### src/rtl/dmem_resp.sv
// dmem_resp: services core load/store requests on a 32-bit synchronous data memory.
// Define DMEM_ALIGN_CHK_EN to flag misaligned accesses; otherwise addresses are aligned down.
module dmem_resp #(
    parameter int unsigned RD_LAT = 1
) (
    input  logic        CLK,
    input  logic        RESET,
    input  logic        REQ,
    input  logic        DMEM_RW,
    input  logic [1:0]  SIZE,
    input  logic        UNS,
    input  logic [63:0] ADDR,
    input  logic [63:0] WDATA,
    output logic [63:0] RDATA,
    output logic        DONE,
    output logic        ERR,
    output logic        BUSY,
    output logic [31:0] MEM_ADDR,
    output logic        MEM_WR,
    output logic [31:0] MEM_DIN,
    input  logic [31:0] MEM_DOUT
);

    localparam int unsigned CNT_W = 3;
    localparam logic [CNT_W-1:0] CNT_LAST = CNT_W'(RD_LAT);

    localparam logic [2:0] IDLE  = 3'd0;
    localparam logic [2:0] RD_LO = 3'd1;
    localparam logic [2:0] RD_HI = 3'd2;
    localparam logic [2:0] WR_LO = 3'd3;
    localparam logic [2:0] WR_HI = 3'd4;
    localparam logic [2:0] RESP  = 3'd5;

    localparam logic [1:0] SZ_B = 2'b00;
    localparam logic [1:0] SZ_H = 2'b01;
    localparam logic [1:0] SZ_W = 2'b10;
    localparam logic [1:0] SZ_D = 2'b11;

    logic [2:0]       state_q, state_d;
    logic [CNT_W-1:0] cnt_q, cnt_d;
    logic             rw_q, rw_d;
    logic [1:0]       size_q, size_d;
    logic             uns_q, uns_d;
    logic [31:0]      addr_q, addr_d;
    logic [63:0]      wdata_q, wdata_d;
    logic [31:0]      lo_q, lo_d;
    logic [63:0]      rdata_q, rdata_d;

    logic        misaligned;
    logic [31:0] req_addr;
    logic [31:0] lo_addr;
    logic [31:0] hi_addr;
    logic [31:0] merged;
    logic        unused_addr_hi;

    assign unused_addr_hi = ^ADDR[63:32];

    // Sub-word sign/zero extraction from one memory word
    function automatic logic [63:0] load_ext(input logic [31:0] w, input logic [1:0] sz,
                                             input logic [1:0] a, input logic u);
        logic [7:0]  b;
        logic [15:0] h;
        b = w[{a, 3'b000} +: 8];
        h = a[1] ? w[31:16] : w[15:0];
        case (sz)
            SZ_B:    load_ext = u ? {56'd0, b} : {{56{b[7]}}, b};
            SZ_H:    load_ext = u ? {48'd0, h} : {{48{h[15]}}, h};
            default: load_ext = u ? {32'd0, w} : {{32{w[31]}}, w};
        endcase
    endfunction

`ifdef DMEM_ALIGN_CHK_EN
    logic err_q, err_d;

    always_comb begin
        misaligned = 1'b0;
        case (SIZE)
            SZ_H:    misaligned = ADDR[0];
            SZ_W:    misaligned = |ADDR[1:0];
            SZ_D:    misaligned = |ADDR[2:0];
            default: misaligned = 1'b0;
        endcase
    end

    assign req_addr = ADDR[31:0];
    assign ERR      = (state_q == RESP) & err_q;
`else
    assign misaligned = 1'b0;

    // Without the check, the access silently proceeds on the aligned-down address
    always_comb begin
        req_addr = ADDR[31:0];
        case (SIZE)
            SZ_H:    req_addr[0]   = 1'b0;
            SZ_W:    req_addr[1:0] = 2'b00;
            SZ_D:    req_addr[2:0] = 3'b000;
            default: req_addr      = ADDR[31:0];
        endcase
    end

    assign ERR = 1'b0;
`endif

    assign lo_addr = {addr_q[31:2], 2'b00};
    assign hi_addr = lo_addr + 32'd4;

    // Read-modify-write lane merge for byte/half stores
    always_comb begin
        merged = lo_q;
        if (size_q == SZ_B) begin
            merged[{addr_q[1:0], 3'b000} +: 8] = wdata_q[7:0];
        end else begin
            merged[{addr_q[1], 4'b0000} +: 16] = wdata_q[15:0];
        end
    end

    always_ff @(posedge CLK or posedge RESET) begin
        if (RESET) begin
            state_q <= IDLE;
            cnt_q   <= '0;
            rw_q    <= 1'b0;
            size_q  <= SZ_B;
            uns_q   <= 1'b0;
            addr_q  <= '0;
            wdata_q <= '0;
            lo_q    <= '0;
            rdata_q <= '0;
`ifdef DMEM_ALIGN_CHK_EN
            err_q   <= 1'b0;
`endif
        end else begin
            state_q <= state_d;
            cnt_q   <= cnt_d;
            rw_q    <= rw_d;
            size_q  <= size_d;
            uns_q   <= uns_d;
            addr_q  <= addr_d;
            wdata_q <= wdata_d;
            lo_q    <= lo_d;
            rdata_q <= rdata_d;
`ifdef DMEM_ALIGN_CHK_EN
            err_q   <= err_d;
`endif
        end
    end

    always_comb begin
        state_d = state_q;
        cnt_d   = cnt_q;
        rw_d    = rw_q;
        size_d  = size_q;
        uns_d   = uns_q;
        addr_d  = addr_q;
        wdata_d = wdata_q;
        lo_d    = lo_q;
        rdata_d = rdata_q;
`ifdef DMEM_ALIGN_CHK_EN
        err_d   = err_q;
`endif
        case (state_q)
            IDLE: begin
                if (REQ) begin
                    rw_d    = DMEM_RW;
                    size_d  = SIZE;
                    uns_d   = UNS;
                    addr_d  = req_addr;
                    wdata_d = WDATA;
                    cnt_d   = '0;
`ifdef DMEM_ALIGN_CHK_EN
                    err_d   = misaligned;
`endif
                    if (misaligned) begin
                        state_d = RESP;
                    end else if (DMEM_RW && SIZE[1]) begin
                        state_d = WR_LO;
                    end else begin
                        state_d = RD_LO;
                    end
                end
            end
            RD_LO: begin
                if (cnt_q == CNT_LAST) begin
                    cnt_d = '0;
                    lo_d  = MEM_DOUT;
                    if (rw_q) begin
                        state_d = WR_LO;
                    end else if (size_q == SZ_D) begin
                        state_d = RD_HI;
                    end else begin
                        rdata_d = load_ext(MEM_DOUT, size_q, addr_q[1:0], uns_q);
                        state_d = RESP;
                    end
                end else begin
                    cnt_d = cnt_q + CNT_W'(1);
                end
            end
            RD_HI: begin
                if (cnt_q == CNT_LAST) begin
                    cnt_d   = '0;
                    rdata_d = {MEM_DOUT, lo_q};
                    state_d = RESP;
                end else begin
                    cnt_d = cnt_q + CNT_W'(1);
                end
            end
            WR_LO:   state_d = (size_q == SZ_D) ? WR_HI : RESP;
            WR_HI:   state_d = RESP;
            RESP:    state_d = IDLE;
            default: state_d = IDLE;
        endcase
    end

    // Memory port decode; idle drives all zeros
    always_comb begin
        MEM_ADDR = '0;
        MEM_WR   = 1'b0;
        MEM_DIN  = '0;
        case (state_q)
            RD_LO: MEM_ADDR = lo_addr;
            RD_HI: MEM_ADDR = hi_addr;
            WR_LO: begin
                MEM_ADDR = lo_addr;
                MEM_WR   = 1'b1;
                MEM_DIN  = size_q[1] ? wdata_q[31:0] : merged;
            end
            WR_HI: begin
                MEM_ADDR = hi_addr;
                MEM_WR   = 1'b1;
                MEM_DIN  = wdata_q[63:32];
            end
            default: MEM_ADDR = '0;
        endcase
    end

    assign RDATA = rdata_q;
    assign DONE  = (state_q == RESP);
    assign BUSY  = (state_q != IDLE);

endmodule

### config.mk
export PLATFORM = sky130hd
export DESIGN_NAME = dmem_resp
export DESIGN_NICKNAME = d
export VERILOG_FILES = /design/src/rtl/dmem_resp.sv
export SDC_FILE = /design/constraint.sdc
export NUM_CORES = 1
export LEC_CHECK = 0
export BUFFER_PORTS_ARGS = -buffer_cell sky130_fd_sc_hd__buf_4
export CORE_MARGIN = 5
export CORE_UTILIZATION = 57
export CTS_CLUSTER_DIAMETER = 40
export DETAILED_ROUTE_END_ITERATION = 10
export GPL_TIMING_DRIVEN = 0
export PLACE_DENSITY = 0.86
export REMOVE_ABC_BUFFERS = 1
export SETUP_SLACK_MARGIN = 0.02
export SLEW_MARGIN = 30
export SYNTH_ARGS = -nofsm -noshare
export SYNTH_HDL_FRONTEND = slang
export SYNTH_SLANG_ARGS = --single-unit
### constraint.sdc
create_clock -name CLK -period 13.3 [get_ports CLK]
set_input_delay 2.66 -clock CLK [delete_from_list [all_inputs] [get_ports CLK]]
set_output_delay 2.66 -clock CLK [all_outputs]
set_load 0.03 [all_outputs]
==> results of run 1 <==
final cells by class:
| type | count | area [um^2] |
|---|---|---|
| multi-input cells | 766 | 5420 |
| flip-flops and latches | 202 | 5060 |
| fillers | 1202 | 4410 |
| repair buffers | 286 | 2250 |
| clock buffers | 42 | 985 |
| well taps | 234 | 293 |
| clock inverters | 20 | 243 |
| inverters | 26 | 105 |
stage by stage:
step                util, %  total power [mW]  instance area (um^2)  hold slack (ps)
CTS                    76.5              4.32                 14300              483
floorplan                 -              2.61                 10500              481
global route           76.5              4.56                 14400              506
detailed placement     69.9              3.37                 13100              471
finish                 76.5              4.34                 14400              484
global placement       68.1              3.30                 12800              466
flip-flops by register name, indices dropped and copies added (netlist names):
signal	count
RDATA	64
wdata_q	64
addr_q	32
uns_q	1
lo_q	32
cnt_q	3
rw_q	1
size_q	2
state_q	3
how the worst max path moves through the flow:
stage / from / to / cells past startpoint
floorplan: REQ / addr_q[10] / 2
detailed placement: addr_q[1] / MEM_DIN[29] / 7
CTS: addr_q[1] / MEM_DIN[29] / 7
finish: addr_q[1] / MEM_DIN[29] / 7
global route: addr_q[1] / MEM_DIN[29] / 7
global placement: REQ / addr_q[0] / 4
cell families (layout without fill, tap and decap cells):
| logic type | Yosys count | count (layout) | share of synthesized area (%) |
|---|---|---|---|
| compound gates | 336 | 336 | 20.5 |
| xor+xnor | 2 | 2 | 0.160 |
| fa+ha+maj | 6 | 6 | 0.687 |
| flops | 202 | 202 | 46.3 |
| buf+inv | 117 | 374 | 4.72 |
| simple gates | 279 | 279 | 12.4 |
| other cells | 1 | 3 | 0.0343 |
| mux | 140 | 140 | 15.3 |
worst max-delay path, stage by stage, from the launching register on:
cell and delay (ps):
dfrtp_4 860, inv_1 280, ha_1 400, nor4_2 900
a221oi_1 180, a221oi_1 500, a22o_1 210, buf_4 160
routing by layer:
metal	track usage, %	part of all wire, %	up-vias
met1	41.7	38	4950
met5	0	0	-
met2	49.6	47	634
met3	7.65	11	115
li1	-	-	4479
met4	12.9	4.2	0
power by group:
group | switching (mW) | internal, mW | leakage (nW) | total [mW]
registers | 0.388 | 0.934 | 2.40 | 1.32
logic | 1.20 | 0.888 | 3.45 | 2.09
clock network | 0.320 | 0.610 | 0.600 | 0.930
synth_stat cells, drive strengths merged (4+ instances only):
| cell | number |
|---|---|
| a21o | 4 |
| a22o | 17 |
| o221ai | 5 |
| a21oi | 51 |
| a221oi | 55 |
| nand3 | 21 |
| ha | 6 |
| inv | 24 |
| a31oi | 26 |
| o21ai | 108 |
| buf | 32 |
| o22ai | 11 |
| mux2 | 114 |
| a221o | 7 |
| o31ai | 5 |
| and2 | 6 |
| nand4 | 13 |
| nor2b | 6 |
| a22oi | 17 |
| nor3 | 8 |
| mux2i | 25 |
| a32o | 11 |
| nand2 | 120 |
| dfrtp | 202 |
| clkbuf | 59 |
| nor2 | 63 |
| nand2b | 17 |
==> metrics.cfg, run 1 <==
[final_layout]
finalNonFillerCells=1576
nets=1489
layout-drive-gt1-share_pct=36.6
final_common_cell=buf_4
n_antenna_cell=0
mostFrequentLayoutCells=buf_4, dfrtp_1, nand2_1, o21ai_0, mux2_2
area_growth_pct=31.4

[global_routing]
grt_overflow=0
grt_pass1_vias=10036
grt_pass1_wl_mm=55.7
grt_start_max_net_pins=81
antenna_found_initial=0
track_usage_pct=31.4

[yosys]
synth_flop_cell=dfrtp_1
synth_cell_types=68
synth.avg_cell_area_um2=10.1
synth_top_area_share_pct=46.3
synth_edf_count=0
synth_area_mm2=0.0109
ys_seq_area_share_pct=46.3
ys_seq_elements=202
synth_top_area_cell=dfrtp_1
ys_warn_count=0
syn-instance-count=1083
synth_area_leaders=dfrtp_1, mux2_2, a221oi_1
async_flop_share_pct=100

[setup_path]
regToRegSetupSlack_ps=10040
cp.arrival_ps=3980
r2r_cells=5
timing.rr.start=size_q[1]
crit_type=flip-flop to primary output
worstPathRequired_ps=10640
worstSetupStartpointType=flip-flop
end_kind=primary output
cp_max_fo=43
r2r_end=RDATA[31]

[timing]
tns_ps=0
fmaxAchievable_mhz=151
finalCriticalPeriod_ps=6640
final_max_slew_viol_count=0
setup_ws_ps=6660
clock_skew_ps=11.7
slew_headroom_pct=30.1
rsz0062_at_grt=false
finalCritPeriodShare_pct=49.9
setup_viol=0
finalHoldViolCount=0
worst_pin_slew_ps=1040

[floorplan]
coreArea_mm2=0.0188
dieArea_mm2=0.0220
row_count=50
die_h_um=148
ios=299
fp.dieW_um=148
initial_core_util_pct=58.2

[clock_tree]
cts_setup_buffers=0
cts_tree=yes
clockBufferDepth=3
cts.sinks=202
ctsResizeCount=0
path_clk_slew_ps=50
worstSkewPairLatency_ps=500
cts_buffers=34
root_buffer=clkbuf_16
htreeDepth=2
hold_buffers=0

[worst_hold_path]
whs_endpoint=RDATA[7]
hold_path.class=flip-flop to flip-flop
min_from=RDATA[7]
min_path_cells=2

[pwr]
peakVddDrop_mv=0.191
p_leak_nw=6.45
power_density_mw_per_mm2=302

[placed_design]
portBuffers=263
place.gp.congestion=0.863
dp_slack_ps=7250
place_inst=1514
dpl.hpwl_mm=23.8

[route]
post_drt_wl_per_cell_um=22.4
ant_nets=0
wirelength_mm=35.3
vias=10178
viasPerCell=6.46
dr.pass1.iters=6
remaining_drc_errors=0
drtIter0Drc=830

[run]
max_cap_viol_count=0

[run_status]
outcome=completed

Note: power is estimated with default switching activity, not from simulation.
==> inputs of run 2 (changes only) <==
--- a/config.mk
+++ b/config.mk
@@ -5,13 +5,14 @@
 export SDC_FILE = /design/constraint.sdc
 export NUM_CORES = 1
 export LEC_CHECK = 0
+export ABC_AREA = 1
 export BUFFER_PORTS_ARGS = -buffer_cell sky130_fd_sc_hd__buf_4
 export CORE_MARGIN = 5
-export CORE_UTILIZATION = 57
+export CORE_UTILIZATION = 49
 export CTS_CLUSTER_DIAMETER = 40
 export DETAILED_ROUTE_END_ITERATION = 10
 export GPL_TIMING_DRIVEN = 0
-export PLACE_DENSITY = 0.86
+export PLACE_DENSITY = 0.78
 export REMOVE_ABC_BUFFERS = 1
 export SETUP_SLACK_MARGIN = 0.02
 export SLEW_MARGIN = 30
==> constraint.sdc (replaced) <==
create_clock -name CLK -period 6.05 [get_ports CLK]
set_input_delay 1.21 -clock CLK [delete_from_list [all_inputs] [get_ports CLK]]
set_output_delay 1.21 -clock CLK [all_outputs]
set_load 0.03 [all_outputs]
==> run 2 against run 1 <==
Net effect:
- register-to-register slack got worse by 8000 ps
- sequential power up 99%
- clock-buffer cell count rose by 4
- clock skew rose by 4.3 ps
- wire length up 15%
- utilization decreased by 12 points
- global-route usage fell by 2.1 points
- critical path type unchanged
- largest power group unchanged
==> metrics.cfg, run 2 <==
[timing]
fmaxAchievable_mhz=191
setup_viol=0  ; unchanged
worst_pin_slew_ps=949  ; -91.9 ps
slew_headroom_pct=36.7  ; +6.6 points
finalCritPeriodShare_pct=86.5
finalCriticalPeriod_ps=5230
final_max_slew_viol_count=0  ; unchanged
clock_skew_ps=16.0  ; +4.32 ps
setup_ws_ps=817  ; -5840 ps
finalHoldViolCount=0  ; unchanged
rsz0062_at_grt=false

[global_routing]
track_usage_pct=29.3  ; -2.1 points
grt_pass1_wl_mm=63.8  ; +15%
grt_pass1_vias=12100  ; +21%
antenna_found_initial=3  ; +3
grt_overflow=0  ; unchanged
grt_start_max_net_pins=70  ; -14%

[final_layout]
n_fill_cell=2070  ; +72%
area_growth_pct=30.1
multi_input_area_mm2=0.00557  ; +2.9%
layout-drive-gt1-share_pct=18.8  ; -18 points
finalNonFillerCells=2254  ; +43%
design_area_mm2=0.0153  ; +6.9%
final_common_cell=nand2_1
nets=2078  ; +40%
regArea_mm2=0.00506  ; about the same
mostFrequentLayoutCells=nand2_1, buf_4, dfrtp_1, inv_1, o21ai_0

[clock_tree]
worstSkewPairLatency_ps=520  ; +20 ps
cts_buffers=37  ; +8.8%
htreeDepth=2  ; unchanged
clockBufferDepth=3  ; unchanged
cts_tree=yes
ctsResizeCount=0  ; unchanged
root_buffer=clkbuf_16
path_clk_slew_ps=50  ; about the same
cts_setup_buffers=0  ; unchanged
cts.sinks=202  ; unchanged
hold_buffers=0  ; unchanged

[setup_path]
cp.arrival_ps=4020  ; +40 ps
crit_type=flip-flop to primary output
worstSetupStartpointType=flip-flop
worstPathRequired_ps=4840  ; -5800 ps
end_kind=primary output
cp_max_fo=48  ; +12%

[floorplan]
row_count=56  ; +12%
initial_core_util_pct=50.0  ; -8.3 points
ios=299  ; unchanged
dieArea_mm2=0.0273  ; +24%
fp.dieW_um=165  ; +11%
coreArea_mm2=0.0236  ; +26%
die_h_um=165  ; +11%

[placed_design]
dp_slack_ps=1550  ; -5700 ps
dpl.hpwl_mm=28.2  ; +19%
portBuffers=263  ; unchanged
postPlaceCellArea_mm2=0.0140  ; +6.5%
place.gp.congestion=0.937  ; +8.5%
place_inst=2185  ; +44%

[yosys]
synth.avg_cell_area_um2=6.99  ; -31%
ys_seq_area_share_pct=42.9  ; -3.4 points
synth_edf_count=0  ; unchanged
synth_top_family_by_area=simple AND/OR/NAND/NOR gates
synth_area_mm2=0.0118  ; +7.9%
synthAdderAreaFrac_pct=0.636  ; -0.051 points
synth_top_area_share_pct=42.9  ; -3.4 points
synth_flop_cell=dfrtp_1
ys_seq_elements=202  ; unchanged
yosysMostFrequentCell=nand2_1
syn-instance-count=1688  ; +56%
synth-simple-area-share_pct=29.2  ; +17 points
ys_warn_count=0  ; unchanged
async_flop_share_pct=100  ; unchanged
synth_xor_area_share_pct=0.0743  ; -0.086 points
synth_top_area_cell=dfrtp_1
synth_compound_area_share_pct=16.9  ; -3.6 points
synth_mux_area_share_pct=0  ; -15 points
synth_area_leaders=dfrtp_1, nand2_1, o21ai_0
synth_common_cells=nand2_1, dfrtp_1, inv_1, o21ai_0, nand3_1
synth_cell_types=35  ; -49%

[route]
drtIter0Drc=1331  ; +60%
dr.pass1.iters=5  ; -1
ant_nets=0  ; unchanged
remaining_drc_errors=0  ; unchanged
vias=12397  ; +22%
viasPerCell=5.50  ; -15%
wirelength_mm=40.6  ; +15%
post_drt_wl_per_cell_um=18.0  ; -20%

[worst_hold_path]
hold_path.class=flip-flop to flip-flop

[pwr]
power_density_mw_per_mm2=628  ; +110%
power.total_mw=9.64  ; +120%
peakVddDrop_mv=0.297  ; +56%
p_leak_nw=7.99  ; +24%

[run]
max_cap_viol_count=0  ; unchanged

[run_status]
outcome=completed

==> run 2: cell types whose count changed after synthesis, sizes merged, moves of 31 or more <==
cell / delta
a221oi: -55
nand3: +82
nand2: +494
o21ai: +55
nor2: +34
inv: +159
a21oi: +44
a21boi: +31
mux2: -114
==> run 2: power by group <==
group	switching [mW]	internal (mW)	total, mW
clock	0.743	1.54	2.28
combinational	3.15	1.58	4.73
sequential	0.602	2.03	2.63
total	4.50	5.14	9.64
==> run 2: path summary, 6_finish.rpt <==
kind                        startpoint          end  cells past startpoint  slack, ps
max                          size_q[1]   MEM_DIN[4]                      7        820
min                        wdata_q[46]  wdata_q[46]                      2        470
max reg2reg                  size_q[1]    RDATA[17]                      7       2060
min reg2reg                wdata_q[46]  wdata_q[46]                      2        470
max in group asynchronous        RESET  wdata_q[60]                      4       4190
min in group asynchronous        RESET    RDATA[47]                      2        750
==> run 2: cells by family (layout without fill, tap and decap cells) <==
group                    count (synthesis)  after routing
AO/OA/AOI/OAI                          347            347
XOR/XNOR                                 1              1
adder cells (fa/ha/maj)                  6              6
buffers and inverters                  281            524
flip-flops                             202            202
other                                    1              5
AND/OR/NAND/NOR                        850            850
==> run 2: per-stage QoR <==
stage / utilization, % / setup TNS, ps / hold WS (ps)
2_1_floorplan: - / -199490 / 442
4_1_cts: 64.9 / 0 / 471
5_1_grt: 65.0 / 0 / 484
3_5_place_dp: 59.2 / 0 / 458
6_report: 65.0 / 0 / 468
3_3_place_gp: 57.8 / -1052510 / 453
==> run 2: final cells by class <==
| class | count | area share (%) |
|---|---|---|
| Antenna cell | 2 | 0.0326 |
| Clock buffer | 46 | 6.86 |
| Clock inverter | 21 | 2.00 |
| Inverter | 184 | 4.58 |
| Multi-Input combinational cell | 1207 | 36.3 |
| Sequential cell | 202 | 33.0 |
| Tap cell | 319 | 2.60 |
| Timing Repair Buffer | 273 | 14.6 |
==> run 2: worst max-delay path: stages (launching register included) <==
cell and delay [ps]:
dfrtp_1 710, inv_2 870, nand2_2 620, inv_2 450, nand2_1 210, o2111ai_1 310, nand2_1 120, buf_4 190
==> run 2: per-layer routing <==
metal  track usage, %  vias up  routed length [um]
li1                 -     5869                   -
met1             39.2     5849               16500
met2             46.7      570               19000
met3             6.23      105                3480
met4             11.5        4                1600
met5                0        -                  34
==> inputs of run 3 (changes only) <==
--- a/config.mk
+++ b/config.mk
@@ -8,11 +8,12 @@
 export ABC_AREA = 1
 export BUFFER_PORTS_ARGS = -buffer_cell sky130_fd_sc_hd__buf_4
 export CORE_MARGIN = 5
-export CORE_UTILIZATION = 49
+export CORE_UTILIZATION = 54
+export CTS_BUF_LIST = sky130_fd_sc_hd__clkbuf_16
 export CTS_CLUSTER_DIAMETER = 40
 export DETAILED_ROUTE_END_ITERATION = 10
 export GPL_TIMING_DRIVEN = 0
-export PLACE_DENSITY = 0.78
+export PLACE_DENSITY = 0.81
 export REMOVE_ABC_BUFFERS = 1
 export SETUP_SLACK_MARGIN = 0.02
 export SLEW_MARGIN = 30
==> constraint.sdc (replaced) <==
create_clock -name CLK -period 5.3 [get_ports CLK]
set_input_delay 1.06 -clock CLK [delete_from_list [all_inputs] [get_ports CLK]]
set_output_delay 1.06 -clock CLK [all_outputs]
set_load 0.03 [all_outputs]
==> run 3 against run 2 <==
Net effect:
- flip-flop and latch count is the same
- sequential share of layout area grew 0.63 points
- final area shrank 1.9%
- setup slack lost 540 ps
- first-iteration DRC count shrank 11%
- clock skew grew 3.1 ps
- die area shrank 8.7%
- register-to-register slack lost 730 ps
==> metrics.cfg, run 3 (synthesis gave the netlist of run 2 again) <==
[global_routing]
grt_pass1_wl_mm=62.4  ; -2.2%
grt_overflow=0  ; unchanged
grt_start_max_net_pins=86  ; +23%
antenna_found_initial=5  ; +2
grt_pass1_vias=12055  ; -0.37%
track_usage_pct=31.2  ; +1.9 points

[clock_tree]
cts.sinks=202  ; unchanged
cts_tree=yes
cts_buffers=34  ; -8.1%
hold_buffers=0  ; unchanged
cts_setup_buffers=0  ; unchanged
clockBufferDepth=3  ; unchanged
worstSkewPairLatency_ps=520  ; about the same
path_clk_slew_ps=50  ; about the same
root_buffer=clkbuf_16
ctsResizeCount=0  ; unchanged
htreeDepth=2  ; unchanged

[timing]
worst_pin_slew_ps=993  ; +44.5 ps
slew_headroom_pct=33.6  ; -3.0 points
fmaxAchievable_mhz=199
rsz0062_at_grt=false
finalHoldViolCount=0  ; unchanged
tns_ps=0  ; unchanged
finalCriticalPeriod_ps=5030
clock_skew_ps=19.1  ; +3.05 ps
final_max_slew_viol_count=0  ; unchanged
finalCritPeriodShare_pct=94.9
setup_viol=0  ; unchanged

[final_layout]
nets=2076  ; -0.096%
n_fill_cell=1786  ; -14%
layout-drive-gt1-share_pct=18.4  ; -0.42 points
regArea_mm2=0.00506  ; unchanged
final_common_cell=nand2_1
area_growth_pct=27.6
mostFrequentLayoutCells=nand2_1, buf_4, dfrtp_1, inv_1, o21ai_0
design_area_mm2=0.0151  ; -1.9%
multi_input_area_mm2=0.00557  ; unchanged

[worst_hold_path]
hold_path.class=flip-flop to flip-flop

[placed_design]
place.gp.congestion=0.930  ; -0.68%
postPlaceCellArea_mm2=0.0139  ; -0.26%
portBuffers=263  ; unchanged
dpl.hpwl_mm=27.9  ; -1.0%

[run_status]
outcome=completed

[route]
vias=12361  ; -0.29%
wirelength_mm=39.7  ; -2.2%
dr.pass1.iters=5  ; unchanged
post_drt_wl_per_cell_um=17.9  ; -0.34%
ant_nets=0  ; unchanged
drtIter0Drc=1178  ; -11%
remaining_drc_errors=0  ; unchanged
viasPerCell=5.59  ; +1.6%

[pwr]
p_switching_mw=5.09  ; +13%
peakVddDrop_mv=0.332  ; +12%
comb_power_share_pct=51.2  ; +2.1 points
clkPwrFrac_pct=20.3  ; -3.4 points
swShare_pct=48.3  ; +1.6 points
p_leak_nw=7.88  ; -1.4%
power_density_mw_per_mm2=700  ; +12%
seq_power_share_pct=28.5  ; +1.2 points
intPower_mw=5.45  ; +6.1%
power.total_mw=10.5  ; +9.4%

[setup_path]
cp.arrival_ps=3970  ; -50 ps
worstPathRequired_ps=4240  ; -600 ps
end_kind=primary output
worstSetupStartpointType=flip-flop
crit_type=flip-flop to primary output
cp_max_fo=48  ; unchanged

[floorplan]
die_h_um=158  ; -4.5%
initial_core_util_pct=54.4  ; +4.4 points
fp.dieW_um=158  ; -4.5%
coreArea_mm2=0.0217  ; -8.1%
dieArea_mm2=0.0249  ; -8.7%
row_count=54  ; -3.6%
ios=299  ; unchanged

[run]
max_cap_viol_count=0  ; unchanged

[run 3: layout make-up]
type,count,area share [%]
diodes,3,0.0499
clock buffers,34,5.65
clock inverters,27,1.69
inverters,184,4.67
multi-input cells,1207,37.0
flip-flops and latches,202,33.6
well taps,280,2.33
repair buffers,274,15.0
[run 3: path summary, 6_finish.rpt]
kind	startpoint	to	slack, ps	depth (start not counted)
worst max-delay path	size_q[1]	MEM_DIN[4]	270	7
worst max register to register	size_q[1]	RDATA[59]	1330	7
max in group asynchronous	RESET	addr_q[1]	3960	3
min in group asynchronous	RESET	RDATA[8]	550	2
worst min-delay path	wdata_q[50]	wdata_q[50]	470	2
worst min register to register	wdata_q[50]	wdata_q[50]	470	2
[run 3: power by group through the flow]
stage / sequential [mW] / clock (mW) / combinational, mW
3_5_place_dp: 2.98 / 0 / 5.35
4_1_cts: 2.97 / 2.16 / 5.39
6_report: 3.00 / 2.14 / 5.40
2_1_floorplan: 3.28 / 0 / 3.04
5_1_grt: 3.08 / 2.24 / 5.90
3_3_place_gp: 2.95 / 0 / 5.18
[run 3: worst max-delay path: stages, from the launching register on]
cell       delay, ps
dfrtp_1          700
inv_2            840
nand2_2          610
inv_2            450
nand2_1          220
o2111ai_1        310
nand2_1          100
buf_4            180
[run 3: layer usage]
layer / GRT usage, % / routed length (um) / vias to the layer above
met5: 0 / 34 / -
met4: 12.6 / 1550 / 4
met3: 6.07 / 3750 / 95
met2: 50.7 / 18600 / 602
met1: 41.2 / 15700 / 5782
li1: - / - / 5878
[run 3: stage by stage]
stage               hold slack (ps)  cells  util (%)  setup slack [ps]
floorplan                       442   1593         -             -1760
global placement                453   2136      62.7             -5750
detailed placement              458   2147      64.3               966
CTS                             471   2208      69.4               421
global route                    491   2211      69.4               148
finish                          472   2211      69.4               273
